## src/rtl/alu.sv

```systemverilog
// Registered WIDTH-bit ALU: eight ops, result plus carry/zero/overflow flags,
// one cycle latency, one op per cycle.
module alu #(
   parameter int WIDTH = 4
) (
   input  logic             clk,
   input  logic             rst_n,
   input  logic [2:0]       op,
   input  logic             in_c,
   input  logic [WIDTH-1:0] in_x,
   input  logic [WIDTH-1:0] in_y,
   output logic [WIDTH-1:0] out_s,
   output logic             out_c,
   output logic             zero,
   output logic             overflow
);

   localparam int MSB = WIDTH - 1;

   logic [WIDTH:0]   w_add;
   logic [WIDTH:0]   w_sub;
   logic             w_v_add;
   logic             w_v_sub;
   logic             w_lt;
   logic [WIDTH-1:0] w_s;
   logic             w_c;
   logic             w_v;

   logic [WIDTH-1:0] r_s;
   logic             r_c;
   logic             r_zero;
   logic             r_v;

   assign w_add = {1'b0, in_x} + {1'b0, in_y}
                + {{WIDTH{1'b0}}, in_c};
   assign w_sub = {1'b0, in_x} + {1'b0, ~in_y}
                + {{WIDTH{1'b0}}, 1'b1};

   assign w_v_add = (in_x[MSB] == in_y[MSB])
                  && (w_add[MSB] != in_x[MSB]);
   assign w_v_sub = (in_x[MSB] != in_y[MSB])
                  && (w_sub[MSB] != in_x[MSB]);

   // Signed less-than from the subtractor sign corrected by overflow
   assign w_lt = w_sub[MSB] ^ w_v_sub;

   always_comb begin
      w_s = '0;
      w_c = 1'b0;
      w_v = 1'b0;
      unique case (op)
         3'b000: begin
            w_s = w_add[MSB:0];
            w_c = w_add[WIDTH];
            w_v = w_v_add;
         end
         3'b001: begin
            w_s = w_sub[MSB:0];
            w_c = w_sub[WIDTH];
            w_v = w_v_sub;
         end
         3'b010: w_s = ~in_x;
         3'b011: w_s = in_x & in_y;
         3'b100: w_s = in_x | in_y;
         3'b101: w_s = in_x ^ in_y;
         3'b110: w_s = {{(WIDTH-1){1'b0}}, w_lt};
         3'b111: w_s = {{(WIDTH-1){1'b0}}, (in_x == in_y)};
      endcase
   end

   always_ff @(posedge clk or negedge rst_n) begin
      if (!rst_n) begin
         r_s    <= '0;
         r_c    <= 1'b0;
         r_zero <= 1'b0;
         r_v    <= 1'b0;
      end else begin
         r_s    <= w_s;
         r_c    <= w_c;
         r_zero <= (w_s == '0);
         r_v    <= w_v;
      end
   end

   assign out_s    = r_s;
   assign out_c    = r_c;
   assign zero     = r_zero;
   assign overflow = r_v;

endmodule

```

## config.mk

```make
export PLATFORM = sky130hd
export DESIGN_NAME = alu
export DESIGN_NICKNAME = d
export VERILOG_FILES = /design/src/rtl/alu.sv
export SDC_FILE = /design/constraint.sdc
export NUM_CORES = 1
export LEC_CHECK = 0
export ABC_AREA = 1
export BUFFER_PORTS_ARGS = -buffer_cell sky130_fd_sc_hd__buf_2
export CAP_MARGIN = 20
export CORE_MARGIN = 2
export CORE_UTILIZATION = 45
export CTS_BUF_LIST = sky130_fd_sc_hd__clkbuf_4
export CTS_CLUSTER_DIAMETER = 100
export DETAILED_ROUTE_END_ITERATION = 6
export PLACE_DENSITY = 0.77
export SLEW_MARGIN = 5
export SYNTH_ARGS = -nofsm -noshare
export SYNTH_HDL_FRONTEND = slang
export SYNTH_SLANG_ARGS = --single-unit
export TNS_END_PERCENT = 50
```

## constraint.sdc

```tcl
create_clock -name clk -period 1.71 [get_ports clk]
set_clock_uncertainty 0.2 [all_clocks]
set_input_delay 0.171 -clock clk [delete_from_list [all_inputs] [get_ports clk]]
set_output_delay 0.171 -clock clk [all_outputs]
set_load 0.03 [all_outputs]
```

Yosys cells after proc, flatten, opt, wreduce, memory -nomap -nowiden
Index checks and enable logic that the tools add are counted.
{"block": "classes", "add_sub_neg": 4, "multipliers": 0, "div": 0, "n_lt_le_gt_ge": 0, "eq_ne": 12, "n_shift": 0, "muxes": 3, "bitwise_logic": 6, "reduce_logical": 4}
{"cell": "$pmux 4 s8", "n": 1}
{"cell": "$eq 3x3->1 const B", "n": 4}
{"cell": "$add 4x4->5", "n": 2}
{"cell": "$not 4->4", "n": 2}
{"cell": "$eq 3x2->1 const B", "n": 2}
{"cell": "$add 5x1->5", "n": 1}
{"cell": "$add 5x1->5 const B", "n": 1}
{"cell": "$and 4x4->4", "n": 1}
{"cell": "$eq 4x4->1", "n": 1}
{"cell": "$logic_not 4->1", "n": 1}
{"cell": "$or 4x4->4", "n": 1}
{"cell": "$pmux 1 s2", "n": 2}
{"cell": "$xor 4x4->4", "n": 1}
{"cell": "$eq 3x1->1 const B", "n": 1}
{"cell": "$logic_not 3->1", "n": 1}
{"cell": "$ne 1x1->1", "n": 3}
{"cell": "$logic_and 1x1->1", "n": 2}
{"cell": "$eq 1x1->1", "n": 1}
{"cell": "$xor 1x1->1", "n": 1}
{"block": "totals", "regBits": 7, "latchBits": 0, "ramBits": 0, "mem_bits_ro": 0, "inputBits": 14, "out_inout_bits": 7, "wordCells": 33, "n_memories": 0}

Depth between registers and ports, before layout
{"block": "depth", "word_depth": 8, "depth_mapped": 14, "depth_no_buf": 13}

Worst setup path before layout
No wires, ideal clock.
{"block": "synth_path", "path_kind": "input to register", "startpoint": "input in_x[1]", "endpoint": "register r_zero (netlist: zero)", "setup_time_ps": 71, "t_arrival_ps": 1738, "required_time_ps": 1439, "setup_slack_ps": -299, "cell_stages": 13, "n_path_buf": 0, "path_cell_list": "inv_1 ha_1 o21bai_1 a21oi_1 fa_1 inv_1 nand3_1 nand2_1 nor2_1 nand2_1 nand2_1 nand2_1 nor2_1"}
{"block": "synth_via", "elab_chain_len": 7, "word_cells_on_any_way": 14, "classes_between": "add/sub: 4; eq/ne: 2; mux: 1; bitwise: 5; reduce/logical: 2"}
{"item": "start: declaration", "line": "10", "rtl": "input logic [WIDTH-1:0] in_x,"}
{"item": "$add 4x4->5", "line": "36", "rtl": "assign w_sub = {1'b0, in_x} + {1'b0, ~in_y}"}
{"item": "$add 5x1->5", "line": "37", "rtl": "+ {{WIDTH{1'b0}}, 1'b1};"}
{"item": "$ne 1x1->1", "line": "42", "rtl": "&& (w_sub[MSB] != in_x[MSB]);"}
{"item": "$logic_and 1x1->1", "line": "42"}
{"item": "$xor 1x1->1", "line": "45", "rtl": "assign w_lt = w_sub[MSB] ^ w_v_sub;"}
{"item": "$pmux 4 s8 *", "line": "51", "rtl": "unique case (op)"}
{"item": "$logic_not 4->1 *", "line": "80", "rtl": "r_zero <= (w_s == '0);"}
{"item": "end signal: assignment", "line": "80"}
{"item": "end: declaration", "line": "31", "rtl": "logic r_zero;"}
Mark *: on every way between the ends. The rest lies on a longest branch, timed or not.

Worst setup path in the final report
{"block": "layout_path", "startpoint": "input in_y[1]", "endpoint": "register r_zero (netlist: zero)"}
{"block": "layout_via", "elab_chain_len": 8, "word_cells_on_any_way": 14, "classes_between": "add/sub: 4; eq/ne: 2; mux: 1; bitwise: 5; reduce/logical: 2"}
{"item": "start: declaration", "line": "11", "rtl": "input logic [WIDTH-1:0] in_y,"}
{"item": "$not 4->4", "line": "36"}
{"item": "$add 4x4->5", "line": "36"}
{"item": "$add 5x1->5", "line": "37"}
{"item": "$ne 1x1->1", "line": "42"}
{"item": "$logic_and 1x1->1", "line": "42"}
{"item": "$xor 1x1->1", "line": "45"}
{"item": "$pmux 4 s8 *", "line": "51"}
{"item": "$logic_not 4->1 *", "line": "80"}
Marks and branches as above.

==> results.txt <==
----------------------------------------------------
[Logic synthesis]
  Post-synth top area share ... 0.187
  Warnings, synthesis ... 0
  Synthesized area per cell ... 7.08 sq um
  Synthesized Nets ... 162
  Number of distinct standard cells referenced by the synthesized netlist ... 25
  Fraction of the yosys area taken by sequential cells ... 0.187
  Flip-flop and latch count after synthesis ... 7
  Synthesized netlist cell count ... 132
  Netlist area before placement ... 935 sq um
  Synth area leaders ... sky130_fd_sc_hd__dfrtp_1 (19%), sky130_fd_sc_hd__ha_1 (16%), sky130_fd_sc_hd__nand2_1 (12%), sky130_fd_sc_hd__inv_1 (9.6%), sky130_fd_sc_hd__fa_1 (8.6%)
  Dominant cell type by area after synthesis ... sky130_fd_sc_hd__dfrtp_1

[Cells and area]
  Share of post-route cells with drive strength above 1 ... 0.390
  Share of the core filled with cells in the final layout ... 0.663
  # diodes ... 0
  Count of nets after finishing ... 203
  Area grow syn2layout ... 39.2%

[Die]
  Core Box Area ... 0.00196 sq mm
  Number of ports placed on the die boundary ... 21
  Width of the chip ... 49.6 microns
  Initial Utilization ... 0.476
  Die Footprint ... 0.00246 sq mm
  FP Rows ... 16
  Die height ... 49.6 microns

[Global route]
  Gr usage total ... 0.189
  Total gr overflow ... 0
  Wire length of the first global-routing pass ... 3650 microns
  Number of antenna violations at the first check in global routing ... 0
  Number of global-route vias before repair ... 939
  Largest net degree at the start of global routing ... 10

[Drt]
  Met3 wirelength from detailed routing ... 107 microns
  Average detailed-routed wire length per instance ... 10.3 microns
  Iteration-0 DRC count of the detailed router ... 15
  Detailed-routing wirelength on met1 ... 801 microns
  Residual DRC ... 0
  Number of detailed-routing iterations run before antenna repair ... 4
  DRT Wirelength ... 2060 microns
  Number of vias per cell ... 4.84
  Remaining antenna violation count after routing ... 0
  Number of vias in the routed layout ... 963
  Top routing layer in use ... met4
  Met2 WL post-DR ... 1100 microns

[Critical path]
  Crit. End Element ... flip-flop
  Path type of the worst setup path ... input pin to flip-flop
  Data required time of the worst path ... 1690 ps
  Critical path launch point ... in_y[1]
  Critical path peak fanout ... 2
  Startpoint class of the critical path ... input pin
  WP data arrival ... 1750 ps

[STA]
  Portion of the clock cycle consumed by the worst path in the final layout ... 1.04
  Worst slew margin ... 0.827
  Highest achievable clock rate ... 564 MHz
  Endpoints failing hold ... 0
  Worst slack on hold paths ... 96.2 ps
  Crit path time final ... 1770 ps
  Count of final setup violators ... 3
  Setup tns final ... -106 ps
  Final Max Slew Viols ... 0
  Pin slew with the least headroom to its limit ... 257 ps
  Setup repair after global routing missed its margin ... yes
  Final setup slack of the worst path ... -63.0 ps

[Placed design]
  Final HPWL from detailed placement ... 1700 microns
  Setup slack after placement ... -432 ps
  Count of input and output buffers ... 20
  Global placement routability congestion ... 0.833

[Power and ir drop]
  Power spent charging and discharging nets ... 0.000259 W
  Share of total power in sequential cells ... 0.266
  Power per standard cell area ... 541 mW/mm^2
  Peak ir drop on the vdd network ... 0.306 mV
  Leakage dissipation ... 0.734 nW
  Fraction of power spent switching nets ... 0.368
  Int Power ... 0.000445 W
  Relative contribution of the clock network to total power ... 0.223
  Combinational power share ... 0.511

[Run status]
  Status ... finished with violations
  Failing checks ... setup timing

[Clock network]
  H-tree depth reported by CTS ... 1
  TritonCTS clock tree ... yes
  Clock Root Buffer ... sky130_fd_sc_hd__clkbuf_4
  Number of buffers inserted during clock tree synthesis ... 3
  Sink Count ... 7
  Maximum buffer depth of the clock tree ... 2
  Clock transition at path regs ... 50 ps

[Flow run]
  Max-capacitance violation count ... 0

[Min path]
  HP Class ... input pin to asynchronous set/reset pin

----------------------------------------------------
-- layout make-up --
class / instances / area [sq um]
clock buffer: 4 / 30.0
multi-input combinational: 95 / 688
fill: 173 / 661
tap: 27 / 33.8
inverter: 26 / 105
sequential: 7 / 175
timing repair buffer: 40 / 269
-- layer usage --
layer | up-vias | global-route usage
met4 | 0 | 0.134
met1 | 439 | 0.202
met5 | - | 0
met3 | 7 | 0.0182
met2 | 28 | 0.342
li1 | 489 | -
-- synthesized netlist by cell type (all sizes together) --
| cell type | number |
|---|---|
| a21oi | 4 |
| buf | 4 |
| dfrtp | 7 |
| fa | 4 |
| ha | 12 |
| inv | 26 |
| nand2 | 31 |
| nand3 | 15 |
| nand3b | 1 |
| nand4 | 3 |
| nor2 | 14 |
| nor3 | 1 |
| o21a | 1 |
| o21ai | 4 |
| o21bai | 1 |
| or2 | 2 |
| xnor2 | 1 |
| xor2 | 1 |
-- state kept, by name, indices dropped and copies added, names as in the netlist --
register and cells:
overflow 1, zero 1, out_c 1, out_s 4
-- cells in the final DEF (no fill, tap or decap) --
cell type | Yosys | layout
sky130_fd_sc_hd__nand3_1 | 15 | 14
sky130_fd_sc_hd__nor3_2 | 1 | 1
sky130_fd_sc_hd__xnor2_1 | 1 | 1
sky130_fd_sc_hd__buf_2 | 0 | 18
sky130_fd_sc_hd__dlygate4sd3_1 | 0 | 1
sky130_fd_sc_hd__nand4_1 | 3 | 3
sky130_fd_sc_hd__o21a_1 | 1 | 1
sky130_fd_sc_hd__buf_8 | 0 | 1
sky130_fd_sc_hd__nand3_2 | 0 | 1
sky130_fd_sc_hd__a21oi_2 | 0 | 1
sky130_fd_sc_hd__dfrtp_1 | 7 | 7
sky130_fd_sc_hd__ha_4 | 0 | 3
sky130_fd_sc_hd__buf_6 | 3 | 1
sky130_fd_sc_hd__inv_2 | 2 | 7
sky130_fd_sc_hd__nand2_1 | 30 | 28
sky130_fd_sc_hd__a21oi_1 | 4 | 3
sky130_fd_sc_hd__inv_1 | 24 | 17
sky130_fd_sc_hd__inv_6 | 0 | 1
sky130_fd_sc_hd__o21ai_0 | 3 | 3
sky130_fd_sc_hd__nand2_2 | 1 | 3
sky130_fd_sc_hd__fa_2 | 0 | 1
sky130_fd_sc_hd__o21ai_2 | 1 | 1
sky130_fd_sc_hd__nor2_1 | 12 | 11
sky130_fd_sc_hd__or2_0 | 1 | 1
sky130_fd_sc_hd__ha_1 | 12 | 9
sky130_fd_sc_hd__inv_4 | 0 | 1
sky130_fd_sc_hd__buf_4 | 1 | 19
sky130_fd_sc_hd__xor2_1 | 1 | 1
sky130_fd_sc_hd__o21bai_4 | 0 | 1
sky130_fd_sc_hd__or2_1 | 1 | 1
sky130_fd_sc_hd__nor2_8 | 1 | 1
sky130_fd_sc_hd__clkbuf_4 | 0 | 4
sky130_fd_sc_hd__nor2_2 | 1 | 2
sky130_fd_sc_hd__nand3b_1 | 1 | 1
sky130_fd_sc_hd__fa_1 | 4 | 3
-- per-stage QoR --
step	area (sq um)	cells	total power, W
floorplan	947	132	0.000391
detailed placement	1160	191	0.000492
finish	1300	199	0.000704
global route	1300	199	0.000764
global placement	1160	191	0.000484
CTS	1240	198	0.000680
-- final timing paths --
check | to | slack [ps]
max in group asynchronous | overflow | 1070
setup / recovery | zero | -60
min in group clk | out_c | 160
hold / removal | zero | 100
-- power groups by stage --
stage | Sequential (W) | Clock [W] | Combinational (W)
finish | 0.000187 | 0.000157 | 0.000359
global route | 0.000188 | 0.000178 | 0.000398
CTS | 0.000187 | 0.000165 | 0.000327
detailed placement | 0.000190 | 0 | 0.000301
global placement | 0.000190 | 0 | 0.000295
floorplan | 0.000230 | 0 | 0.000161
-- critical path: stages --
cell and delay [ps]:
sky130_fd_sc_hd__buf_8 100, sky130_fd_sc_hd__inv_6 50, sky130_fd_sc_hd__ha_4 200, sky130_fd_sc_hd__o21bai_4 140, sky130_fd_sc_hd__a21oi_2 70, sky130_fd_sc_hd__fa_1 520, sky130_fd_sc_hd__inv_2 50, sky130_fd_sc_hd__nand3_2 60
sky130_fd_sc_hd__nand2_1 50, sky130_fd_sc_hd__nor2_1 80, sky130_fd_sc_hd__nand2_1 60, sky130_fd_sc_hd__nand2_2 70, sky130_fd_sc_hd__nand2_2 50, sky130_fd_sc_hd__nor2_2 80
-- cells by family after synthesis --
family	share of synthesized area
fa+ha+maj	0.246
xor+xnor	0.0187
simple gates	0.336
buf+inv	0.149
flops	0.187
compound gates	0.0629
-- timing repair --
action	4_1_cts	5_1_grt
gates resized for setup	11	11
hold endpoints to repair	7	0
endpoints found under the setup margin	2	4
buffers inserted	2	1
pin swaps	11	9
hold buffers	1	0
gates cloned	0	0
No activity file was read; power rests on OpenSTA's default activity.
